File: config.mk
export PLATFORM = sky130hd
export DESIGN_NAME = vreg_operand_fetch_flat
export DESIGN_NICKNAME = d
export VERILOG_FILES = /design/src/rtl/vreg_operand_fetch_pkg.sv /design/src/rtl/vreg_operand_fetch_if.sv /design/src/rtl/vreg_operand_fetch_capture.sv /design/src/rtl/vreg_operand_fetch.sv /design/src/flat_wrapper.sv
export SDC_FILE = /design/constraint.sdc
export NUM_CORES = 1
export LEC_CHECK = 0
export ABC_AREA = 0
export CAP_MARGIN = 20
export CORE_AREA = 2 2 218 220
export CTS_CLUSTER_SIZE = 20
export DETAILED_ROUTE_END_ITERATION = 10
export DIE_AREA = 0 0 220 222
export HOLD_SLACK_MARGIN = 0.02
export PLACE_DENSITY = 0.49
export SLEW_MARGIN = 20
export SYNTH_ARGS = -nofsm -noshare
export SYNTH_HDL_FRONTEND = slang
export SYNTH_HIERARCHICAL = 1
export SYNTH_SLANG_ARGS = --single-unit
File: constraint.sdc
create_clock -name clk_i -period 5.4 [get_ports clk_i]
set_clock_uncertainty 0.2 [all_clocks]
set_input_delay 1.62 -clock clk_i [delete_from_list [all_inputs] [get_ports clk_i]]
set_output_delay 1.62 -clock clk_i [all_outputs]
set_load 0.02 [all_outputs]
File: src/rtl/vreg_operand_fetch_pkg.sv
// Shared types and sizes for the VEGGIE operand-fetch client.
package vreg_operand_fetch_pkg;

    localparam int unsigned READ_PORTS      = 4;
    localparam int unsigned MASK_BANK_COUNT = 2;
    localparam int unsigned VSEL_W          = 5;
    localparam int unsigned MSEL_W          = 3;
    localparam int unsigned VREG_W          = 64;
    localparam int unsigned VMASK_W         = 32;
    localparam int unsigned FETCH_TIMEOUT   = 64;

    typedef logic [VSEL_W-1:0]  vsel_t;
    typedef logic [MSEL_W-1:0]  mask_sel_t;
    typedef logic [VREG_W-1:0]  vreg_t;
    typedef logic [VMASK_W-1:0] vmask_t;

    typedef enum logic [1:0] {IDLE, REQ, WAIT, DISP} fetch_state_t;

    typedef struct packed {
        vsel_t     vs1;
        vsel_t     vs2;
        logic      vs1_en;
        logic      vs2_en;
        logic      vm;
        mask_sel_t vms;
        vsel_t     vd;
    } fetch_req_t;

    typedef struct packed {
        vreg_t  v1;
        vreg_t  v2;
        vmask_t vmask;
        logic   vm;
        vsel_t  vd;
    } operand_bundle_t;

endpackage

File: src/rtl/vreg_operand_fetch_if.sv
// Issue, VEGGIE read and operand-dispatch signals; slave = fetch unit, master = its environment.
interface vreg_operand_fetch_if;
    import vreg_operand_fetch_pkg::*;

    logic      issue_valid;
    logic      issue_ready;
    vsel_t     issue_vs1;
    vsel_t     issue_vs2;
    logic      issue_vs1_en;
    logic      issue_vs2_en;
    logic      issue_vm;
    mask_sel_t issue_vms;
    vsel_t     issue_vd;

    vsel_t     [READ_PORTS-1:0]      vg_vs;
    logic      [READ_PORTS-1:0]      vg_ren;
    mask_sel_t [MASK_BANK_COUNT-1:0] vg_vms;
    logic      [MASK_BANK_COUNT-1:0] vg_mren;
    logic                            vg_ready;
    vreg_t     [READ_PORTS-1:0]      vg_vreg;
    logic      [READ_PORTS-1:0]      vg_dvalid;
    vmask_t    [1:0]                 vg_vmask;
    logic      [1:0]                 vg_mvalid;

    logic   op_valid;
    logic   op_ready;
    vreg_t  op_v1;
    vreg_t  op_v2;
    vmask_t op_vmask;
    logic   op_vm;
    vsel_t  op_vd;
    logic   err_timeout;

    modport slave (
        input  issue_valid, issue_vs1, issue_vs2, issue_vs1_en, issue_vs2_en,
               issue_vm, issue_vms, issue_vd,
               vg_ready, vg_vreg, vg_dvalid, vg_vmask, vg_mvalid, op_ready,
        output issue_ready, vg_vs, vg_ren, vg_vms, vg_mren,
               op_valid, op_v1, op_v2, op_vmask, op_vm, op_vd, err_timeout
    );

    modport master (
        output issue_valid, issue_vs1, issue_vs2, issue_vs1_en, issue_vs2_en,
               issue_vm, issue_vms, issue_vd,
               vg_ready, vg_vreg, vg_dvalid, vg_vmask, vg_mvalid, op_ready,
        input  issue_ready, vg_vs, vg_ren, vg_vms, vg_mren,
               op_valid, op_v1, op_v2, op_vmask, op_vm, op_vd, err_timeout
    );

endinterface

File: src/rtl/vreg_operand_fetch_capture.sv
// One operand slot: pending flag plus data register, loaded on issue and filled by returning read data.
module operand_capture_reg #(
    parameter type T       = logic [31:0],
    parameter T    RST_VAL = '0
) (
    input  logic clk_i,
    input  logic rst_i,
    input  logic load_i,
    input  logic load_pend_i,
    input  logic cap_i,
    input  logic clr_i,
    input  T     data_i,
    output logic pend_o,
    output T     data_o
);

    logic pend_q;
    T     data_q;

    // Load restores the "not fetched" value so a disabled operand reads as its default.
    always_ff @(posedge clk_i) begin
        if (rst_i) begin
            pend_q <= 1'b0;
            data_q <= RST_VAL;
        end else if (load_i) begin
            pend_q <= load_pend_i;
            data_q <= RST_VAL;
        end else if (clr_i) begin
            pend_q <= 1'b0;
        end else if (cap_i && pend_q) begin
            pend_q <= 1'b0;
            data_q <= data_i;
        end
    end

    assign pend_o = pend_q;
    assign data_o = data_q;

endmodule

File: src/rtl/vreg_operand_fetch.sv
// Fetches vs1/vs2/mask for one instruction from VEGGIE and hands a complete operand bundle downstream.
module vreg_operand_fetch
    import vreg_operand_fetch_pkg::*;
#(
    parameter int unsigned VS1_PORT  = 0,
    parameter int unsigned VS2_PORT  = 1,
    parameter int unsigned MASK_PORT = 0,
    parameter int unsigned TIMEOUT   = FETCH_TIMEOUT
) (
    input logic                  clk_i,
    input logic                  rst_i,
    vreg_operand_fetch_if.slave  bus
);

    localparam int unsigned TW = (TIMEOUT > 1) ? $clog2(TIMEOUT) : 1;

    fetch_state_t    state_q;
    logic [TW-1:0]   timer_q;
    fetch_req_t      req_q;
    logic            err_q;

    logic            issue_ready_c;
    logic            accept_c;
    logic            in_wait_c;
    logic            abort_c;
    logic [2:0]      new_pend_c;
    logic [2:0]      pend_q;
    logic [2:0]      got_c;
    logic [2:0]      pend_d;
    logic            cap_v1_c;
    logic            cap_v2_c;
    logic            cap_m_c;
    vreg_t           v1_q;
    vreg_t           v2_q;
    vmask_t          vmask_q;
    operand_bundle_t op_c;

    assign issue_ready_c = (state_q == IDLE) || ((state_q == DISP) && bus.op_ready);
    assign accept_c      = bus.issue_valid && issue_ready_c;
    assign new_pend_c    = {bus.issue_vm, bus.issue_vs2_en, bus.issue_vs1_en};
    assign in_wait_c     = (state_q == WAIT);

    assign cap_v1_c = in_wait_c && bus.vg_dvalid[VS1_PORT];
    assign cap_v2_c = in_wait_c && bus.vg_dvalid[VS2_PORT];
    assign cap_m_c  = in_wait_c && bus.vg_mvalid[MASK_PORT];

    // Valids only count against operands still outstanding.
    assign got_c   = {cap_m_c, cap_v2_c, cap_v1_c} & pend_q;
    assign pend_d  = pend_q & ~got_c;
    assign abort_c = in_wait_c && (pend_d != 3'b000) && (timer_q == TW'(TIMEOUT - 1));

    operand_capture_reg #(.T(vreg_t), .RST_VAL(vreg_t'('0))) u_cap_v1 (
        .clk_i, .rst_i,
        .load_i(accept_c), .load_pend_i(new_pend_c[0]),
        .cap_i(cap_v1_c), .clr_i(abort_c),
        .data_i(bus.vg_vreg[VS1_PORT]),
        .pend_o(pend_q[0]), .data_o(v1_q)
    );

    operand_capture_reg #(.T(vreg_t), .RST_VAL(vreg_t'('0))) u_cap_v2 (
        .clk_i, .rst_i,
        .load_i(accept_c), .load_pend_i(new_pend_c[1]),
        .cap_i(cap_v2_c), .clr_i(abort_c),
        .data_i(bus.vg_vreg[VS2_PORT]),
        .pend_o(pend_q[1]), .data_o(v2_q)
    );

    operand_capture_reg #(.T(vmask_t), .RST_VAL(vmask_t'('1))) u_cap_mask (
        .clk_i, .rst_i,
        .load_i(accept_c), .load_pend_i(new_pend_c[2]),
        .cap_i(cap_m_c), .clr_i(abort_c),
        .data_i(bus.vg_vmask[MASK_PORT]),
        .pend_o(pend_q[2]), .data_o(vmask_q)
    );

    always_ff @(posedge clk_i) begin
        if (rst_i) begin
            state_q <= IDLE;
            timer_q <= '0;
            req_q   <= '0;
            err_q   <= 1'b0;
        end else begin
            err_q <= abort_c;
            if (accept_c) begin
                req_q <= '{vs1: bus.issue_vs1, vs2: bus.issue_vs2,
                           vs1_en: bus.issue_vs1_en, vs2_en: bus.issue_vs2_en,
                           vm: bus.issue_vm, vms: bus.issue_vms, vd: bus.issue_vd};
            end
            unique case (state_q)
                IDLE: begin
                    if (accept_c) state_q <= (new_pend_c != 3'b000) ? REQ : DISP;
                end
                REQ: begin
                    if (bus.vg_ready) begin
                        state_q <= WAIT;
                        timer_q <= '0;
                    end
                end
                WAIT: begin
                    timer_q <= timer_q + TW'(1);
                    if (pend_d == 3'b000) state_q <= DISP;
                    else if (abort_c)     state_q <= IDLE;
                end
                DISP: begin
                    if (accept_c)         state_q <= (new_pend_c != 3'b000) ? REQ : DISP;
                    else if (bus.op_ready) state_q <= IDLE;
                end
                default: state_q <= IDLE;
            endcase
        end
    end

    // Requests are decoded from registered state only, so they hold steady while VEGGIE stalls.
    always_comb begin
        bus.vg_ren  = '0;
        bus.vg_vs   = '0;
        bus.vg_mren = '0;
        bus.vg_vms  = '0;
        if (state_q == REQ) begin
            bus.vg_ren[VS1_PORT]   = pend_q[0];
            bus.vg_vs[VS1_PORT]    = req_q.vs1;
            bus.vg_ren[VS2_PORT]   = pend_q[1];
            bus.vg_vs[VS2_PORT]    = req_q.vs2;
            bus.vg_mren[MASK_PORT] = pend_q[2];
            bus.vg_vms[MASK_PORT]  = req_q.vms;
        end
    end

    assign op_c = '{v1: v1_q, v2: v2_q, vmask: vmask_q, vm: req_q.vm, vd: req_q.vd};

    assign bus.issue_ready = issue_ready_c;
    assign bus.op_valid    = (state_q == DISP);
    assign bus.op_v1       = op_c.v1;
    assign bus.op_v2       = op_c.v2;
    assign bus.op_vmask    = op_c.vmask;
    assign bus.op_vm       = op_c.vm;
    assign bus.op_vd       = op_c.vd;
    assign bus.err_timeout = err_q;

    logic unused_sig;
    assign unused_sig = ^{bus.vg_vreg, bus.vg_dvalid, bus.vg_vmask, bus.vg_mvalid,
                          req_q.vs1_en, req_q.vs2_en};

endmodule

File: src/flat_wrapper.sv
// flat-port wrapper written by rule: the top's interface ports become plain ports
module vreg_operand_fetch_flat import vreg_operand_fetch_pkg::*;
#(
    parameter int unsigned VS1_PORT  = 0,
    parameter int unsigned VS2_PORT  = 1,
    parameter int unsigned MASK_PORT = 0,
    parameter int unsigned TIMEOUT   = FETCH_TIMEOUT
)
  (clk_i, rst_i, bus_issue_valid, bus_issue_vs1, bus_issue_vs2, bus_issue_vs1_en, bus_issue_vs2_en, bus_issue_vm, bus_issue_vms, bus_issue_vd, bus_vg_ready, bus_vg_vreg, bus_vg_dvalid, bus_vg_vmask, bus_vg_mvalid, bus_op_ready, bus_issue_ready, bus_vg_vs, bus_vg_ren, bus_vg_vms, bus_vg_mren, bus_op_valid, bus_op_v1, bus_op_v2, bus_op_vmask, bus_op_vm, bus_op_vd, bus_err_timeout);
  vreg_operand_fetch_if bus_i ();
  input logic clk_i;
  input logic rst_i;
  input wire logic [$bits(bus_i.issue_valid)-1:0] bus_issue_valid;
  input wire logic [$bits(bus_i.issue_vs1)-1:0] bus_issue_vs1;
  input wire logic [$bits(bus_i.issue_vs2)-1:0] bus_issue_vs2;
  input wire logic [$bits(bus_i.issue_vs1_en)-1:0] bus_issue_vs1_en;
  input wire logic [$bits(bus_i.issue_vs2_en)-1:0] bus_issue_vs2_en;
  input wire logic [$bits(bus_i.issue_vm)-1:0] bus_issue_vm;
  input wire logic [$bits(bus_i.issue_vms)-1:0] bus_issue_vms;
  input wire logic [$bits(bus_i.issue_vd)-1:0] bus_issue_vd;
  input wire logic [$bits(bus_i.vg_ready)-1:0] bus_vg_ready;
  input wire logic [$bits(bus_i.vg_vreg)-1:0] bus_vg_vreg;
  input wire logic [$bits(bus_i.vg_dvalid)-1:0] bus_vg_dvalid;
  input wire logic [$bits(bus_i.vg_vmask)-1:0] bus_vg_vmask;
  input wire logic [$bits(bus_i.vg_mvalid)-1:0] bus_vg_mvalid;
  input wire logic [$bits(bus_i.op_ready)-1:0] bus_op_ready;
  output wire logic [$bits(bus_i.issue_ready)-1:0] bus_issue_ready;
  output wire logic [$bits(bus_i.vg_vs)-1:0] bus_vg_vs;
  output wire logic [$bits(bus_i.vg_ren)-1:0] bus_vg_ren;
  output wire logic [$bits(bus_i.vg_vms)-1:0] bus_vg_vms;
  output wire logic [$bits(bus_i.vg_mren)-1:0] bus_vg_mren;
  output wire logic [$bits(bus_i.op_valid)-1:0] bus_op_valid;
  output wire logic [$bits(bus_i.op_v1)-1:0] bus_op_v1;
  output wire logic [$bits(bus_i.op_v2)-1:0] bus_op_v2;
  output wire logic [$bits(bus_i.op_vmask)-1:0] bus_op_vmask;
  output wire logic [$bits(bus_i.op_vm)-1:0] bus_op_vm;
  output wire logic [$bits(bus_i.op_vd)-1:0] bus_op_vd;
  output wire logic [$bits(bus_i.err_timeout)-1:0] bus_err_timeout;
  assign bus_i.issue_valid = bus_issue_valid;
  assign bus_i.issue_vs1 = bus_issue_vs1;
  assign bus_i.issue_vs2 = bus_issue_vs2;
  assign bus_i.issue_vs1_en = bus_issue_vs1_en;
  assign bus_i.issue_vs2_en = bus_issue_vs2_en;
  assign bus_i.issue_vm = bus_issue_vm;
  assign bus_i.issue_vms = bus_issue_vms;
  assign bus_i.issue_vd = bus_issue_vd;
  assign bus_i.vg_ready = bus_vg_ready;
  assign bus_i.vg_vreg = bus_vg_vreg;
  assign bus_i.vg_dvalid = bus_vg_dvalid;
  assign bus_i.vg_vmask = bus_vg_vmask;
  assign bus_i.vg_mvalid = bus_vg_mvalid;
  assign bus_i.op_ready = bus_op_ready;
  assign bus_issue_ready = bus_i.issue_ready;
  assign bus_vg_vs = bus_i.vg_vs;
  assign bus_vg_ren = bus_i.vg_ren;
  assign bus_vg_vms = bus_i.vg_vms;
  assign bus_vg_mren = bus_i.vg_mren;
  assign bus_op_valid = bus_i.op_valid;
  assign bus_op_v1 = bus_i.op_v1;
  assign bus_op_v2 = bus_i.op_v2;
  assign bus_op_vmask = bus_i.op_vmask;
  assign bus_op_vm = bus_i.op_vm;
  assign bus_op_vd = bus_i.op_vd;
  assign bus_err_timeout = bus_i.err_timeout;
  vreg_operand_fetch #(.VS1_PORT(VS1_PORT), .VS2_PORT(VS2_PORT), .MASK_PORT(MASK_PORT), .TIMEOUT(TIMEOUT)) u_core (.clk_i(clk_i), .rst_i(rst_i), .bus(bus_i));
endmodule
=== Word level (Yosys, flattened, before mapping) ===
Index checks and enable logic that the tools add are counted.

* Register bits: 191
* Latch bits: 0
* Memory bits (writable): 0
* ROM bits: 0
* Word-level logic and storage cells: 75
* Memories: 0

* Add/subtract/negate cells: 1
* $mul: 0
* Div/mod/pow operators: 0
* Order comparisons: 0
* Equality and inequality tests: 8
* Shift-type cells: 0
* Multiplexer cells: 23
* Bitwise gates (word level): 4
* Reductions and logical operators: 25

{| class="wikitable"
|+ Operators by type and width
! kind !! number
|-
| $mux 2 || 8
|-
| $reduce_bool 3->1 || 5
|-
| $pmux 6 s2 || 1
|-
| $logic_and 1x1->1 || 10
|-
| $mux 1 || 10
|-
| $mux 10 || 1
|-
| $pmux 2 s4 || 1
|-
| $reduce_and 2->1 || 4
|-
| $add 6x1->6 const B || 1
|-
| $and 3x3->3 || 2
|-
| $eq 6x6->1 const B || 1
|-
| $mux 6 || 1
|-
| $eq 2x2->1 const B || 2
|-
| $reduce_and 4->1 || 1
|-
| $logic_not 3->1 || 1
|-
| $mux 3 || 1
|-
| $ne 3x2->1 const B || 1
|-
| $ne 3x3->1 const B || 1
|-
| $not 3->3 || 1
|-
| $eq 2x1->1 const B || 1
|-
| $logic_not 2->1 || 1
|-
| $ne 2x1->1 const B || 1
|-
| $ne 2x2->1 const B || 1
|-
| $reduce_bool 2->1 || 1
|-
| other kinds (3) || 3
|}

=== Logic depth before layout (Yosys ltp) ===
Gate-level depths: netlist of the first run.

* Depth in word-level cells: 11
* Gate-level depth with buffers: 8
* Mapped depth without buffers: 5

=== Hierarchy ===
Netlist of the first run, hierarchy kept.

{| class="wikitable"
|+ Modules (own cells, without submodules)
! module !! times used !! cells each !! area an instance (µm²)
|-
| operand_capture_reg (u_core.u_cap_v1 ...) || 2 || 296 || 3504.6
|-
| vreg_operand_fetch || 1 || 196 || 1516.5
|-
| operand_capture_reg (u_core.u_cap_mask) || 1 || 151 || 1470.2
|}

=== Worst setup path after synthesis of the first run ===
Ideal clock, no wire load.

* Path kind: input to output
* Start point: input port bus_op_ready
* End point: output port bus_issue_ready
* Data arrival time: 2.297 ns
* Required time: 3.580 ns
* Path slack: 1.283 ns
* Cell stages on the path: 4
* Cell sequence: and3_1 -> or2_1 -> buf_4 -> buf_6

* Cells in the longest elaborated chain, start to end: 2

{| class="wikitable"
|+ RTL lines
! element !! RTL line !! source
|-
| start, declared || flat_wrapper.sv:26 || <nowiki>input wire logic [$bits(bus_i.op_ready)-1:0] bus_op_ready;</nowiki>
|-
| $logic_and 1x1->1 || vreg_operand_fetch.sv:38 || <nowiki>assign issue_ready_c = (state_q == IDLE) || ((state_q == DISP) && bus.op_ready);</nowiki>
|-
| $logic_or 1x1->1 || vreg_operand_fetch.sv:38 ||
|-
| end, declared || flat_wrapper.sv:27 || <nowiki>output wire logic [$bits(bus_i.issue_ready)-1:0] bus_issue_ready;</nowiki>
|}

No other way between the ends.

=== Worst setup path in the final report of the first run ===
Ends and elaborated chain as after synthesis.

==> results by group, run 1 <==
Global routing
  • Largest net degree at the start of global routing: 147
  • Initial antenna violation count: 0
  • Global-route wire length before repair: 46,100 um
  • Remaining global-route overflow: 0
  • Vias in the first global route: 7,922
  • Total track usage: around an eighth

Clocking
  • Cts-stage hold buffer count: 0
  • H-tree Lvls: 4
  • Clock tree buffer depth: 2
  • Setup Buffers After CTS: 0
  • Post-cts gate resize count: 0
  • Worst skew pair latency: 0.50 ns
  • Root buf cell: clkbuf_16
  • CTS tree: yes
  • Clock sinks: 191
  • CTS Buf Count: 17
  • CTS clk-pin slew, worst paths: 0.07 ns

Synthesis
  • Share of the synthesized area in the top cell type: 38.3%
  • Post-synth EDFFs: 0
  • Mean cell area of the mapped netlist: 10.6 um^2
  • Synthesized cell area: around 10000 um^2
  • Post-Syn Instances: between 900 and 1,000
  • Sequential area share after synthesis: a little under two fifths
  • Netlist cell types: 41
  • Ys async rst share: 0%
  • Synth top area cells: dfxtp_1 38%, nor3b_1 19%, mux2_4 18%
  • Main flop type after synthesis: dfxtp_1
  • Dominant cell type by area after synthesis: dfxtp_1
  • #FFs+latches synth: around 190
  • Yosys warns: 6

STA
  • Final worst path period need: 4.94 ns
  • Max Freq: 0.202 GHz
  • Hold Vio Cnt, Final: 0
  • Post-Route Setup TNS: 0 ns
  • Tcrit/Tclk final: 91.6%
  • Worst Tran Pin Value: 0.979 ns
  • Final setup vio count: 0
  • RSZ-0062 raised after global routing: false
  • Final number of max-transition violations: 0
  • Worst hold slack: 0.252 ns
  • Relative slew slack: 34.2%

Detailed routing
  • DR iter-0 viols: 378
  • DR vias: 7,998
  • DR vias/cell: 4.27
  • Post-DRT Antenna Nets: 0
  • Total wire length: a little over 30,000 um
  • WL met1: 13,500 um
  • DR DRC count: 0
  • Avg WL per Cell: between 15 and 20 um
  • Initial DRT Pass Iterations: 4
  • Max layer used: met4
  • Metal3 WL: 2660 um
  • Met2 wire len: ~14,000 um

Pwr
  • P_sw: 1000 uW
  • Pleak: ~0.005 uW
  • Sequential share of power: between 40% and 50%
  • Power Density: between 200 and 250 nW/um^2
  • Peak VDD IR: 0.196 mV
  • Internal power: between 2000 and 2500 uW
  • Switch share: between 20% and 30%
  • Comb power frac: 16.9%
  • Total power: 3390 uW
  • Clock power share: between 40% and 50%

Finish
  • Filler instances: 4,778
  • Antenna cells: 0
  • Share of cells above drive strength 1: 15.3%
  • Area grow syn2layout: 45.7%
  • Fin nets: 1,604

Floorplanning
  • Die height: 222 um
  • # IOs: 553
  • Initial core utilization: 21.6%
  • Num rows: 79
  • Total die area: around 49,000 um^2
  • Die Wd: around 220 um
  • Core footprint: 46,300 um^2

Setup path
  • Slowest CP cell: clkdlybuf4s50_1
  • Max incr delay on CP: 0.56 ns
  • Critical Path AT: ~3.1 ns
  • Critical Path RT: 3.58 ns
  • Critical path cell sequence: clkdlybuf4s50_1 > and3_1 > or2_1 > clkdlybuf4s50_1
  • Critical path class: in2out
  • CP startpoint kind: input port
  • Crit end category: output port
  • Crit-path max FO: 3
  • CP dominant cell by count: clkdlybuf4s50_1

Hold path
  • HP Class: reg2reg

Placement
  • Dpl hpwl: between 20,000 and 25,000 um
  • GP Congestion: 0.738
  • Port Buffers: between 300 and 400

Flow run
  • Maxcap violations: 0

Status
  • Status: finished, final reports clean
## metrics by stage
step	cell area [um^2]	std cells	worst slack, ns	utilization (%)
3_5_place_dp	14000	1839	0.442	30.2
4_1_cts	14600	1871	0.432	31.5
2_1_floorplan	10100	954	1.28	-
3_3_place_gp	14000	1839	0.455	30.2
5_1_grt	14600	1871	0.392	31.5
6_report	14600	1871	0.456	31.5
## layout make-up
type	instances	area, um^2	share of cell area (%)
clock inverters	15	178	1.22
multi-input cells	634	5290	36.3
clock buffers	17	425	2.92
inverters	8	50.0	0.344
well taps	607	759	5.21
repair buffers	399	4030	27.7
flip-flops and latches	191	3820	26.3
## metal layers
layer  global-route usage, %  up-vias
li1                        -     3919
met1                    15.1     3800
met2                    18.7      250
met3                    5.10       29
met4                    4.57        0
met5                       0        -
## path summary, 6_finish.rpt
kind | from | to | slack (ns) | cells after the start
worst max-delay path | bus_op_ready | bus_issue_ready | 0.46 | 4
worst min-delay path | u_core/req_q[18]$_SDFFE_PP0N_ | u_core/req_q[18]$_SDFFE_PP0N_ | 0.25 | 2
worst max register to register | u_core/state_q[1]$_SDFFE_PP0P_ | u_core/u_cap_v1/data_o[15]$_SDFFE_PP0P_ | 2.22 | 5
worst min register to register | u_core/req_q[18]$_SDFFE_PP0N_ | u_core/req_q[18]$_SDFFE_PP0N_ | 0.25 | 2
## power groups by stage
| stage | logic, uW | clock network [uW] | registers (uW) |
|---|---|---|---|
| global route | 628 | 1480 | 1460 |
| CTS | 583 | 1450 | 1460 |
| finish | 575 | 1360 | 1460 |
| global placement | 576 | 0 | 1490 |
| floorplan | 361 | 0 | 1480 |
| detailed placement | 579 | 0 | 1490 |
## sequential cells by signal, summed over array words and instances, names as in the netlist, 2 cells and up
name                      flops
u_core/u_cap_v1/data_o       64
u_core/bus.op_vd              5
u_core/u_cap_mask/data_o     32
u_core/timer_q                6
u_core/req_q                 13
u_core/u_cap_v2/data_o       64
u_core/state_q                2
## layout by cell type, fill, tap and decap left out, types with 6 or more instances in the layout
cell,n
clkbuf_16,17
inv_1,6
dfxtp_1,191
and2_1,16
nor2_1,9
buf_4,18
buf_12,8
nand3_1,21
mux2_2,8
a21oi_1,31
nor3b_1,256
nand2_1,27
conb_1,16
mux2i_1,34
mux2_4,120
nor3_1,66
clkinv_4,6
clkdlybuf4s50_1,372
## cell usage after synthesis, types with 2 or more instances
cell / n
a21oi_1: 31
and2_1: 16
and3b_1: 3
buf_1: 3
buf_12: 15
buf_2: 64
buf_4: 23
buf_6: 4
clkbuf_1: 11
dfxtp_1: 191
inv_1: 7
mux2_2: 8
mux2_4: 120
mux2i_1: 34
nand2_1: 27
nand3_1: 21
nand4b_1: 2
nor2_1: 9
nor2b_1: 2
nor3_1: 66
nor3b_1: 256
nor4_1: 2
o211ai_1: 2
o21ai_0: 2
or4b_1: 3
xnor2_1: 2
## kinds of logic after synthesis
logic type               synth area share [%]
AND/OR/NAND/NOR                          27.3
flip-flops                               38.3
multiplexers                             22.3
buffers and inverters                    9.48
AO/OA/AOI/OAI                            2.30
XOR/XNOR                                0.175
adder cells (fa/ha/maj)                 0.125
other                                  0.0375
## worst max-delay path, delay by kind of cell
| family | cells | cell delay [ns] |
|---|---|---|
| buffers and inverters | 2 | 1.03 |
| and+or+nand+nor | 2 | 0.47 |
Note: power is estimated with default switching activity, not from simulation.
==> inputs of run 2 (changes only) <==
Settings changed: CTS_CLUSTER_DIAMETER set to 60.
==> results of run 2 <==
No change in the layout: final DEF, timing and power equal those of run 1.
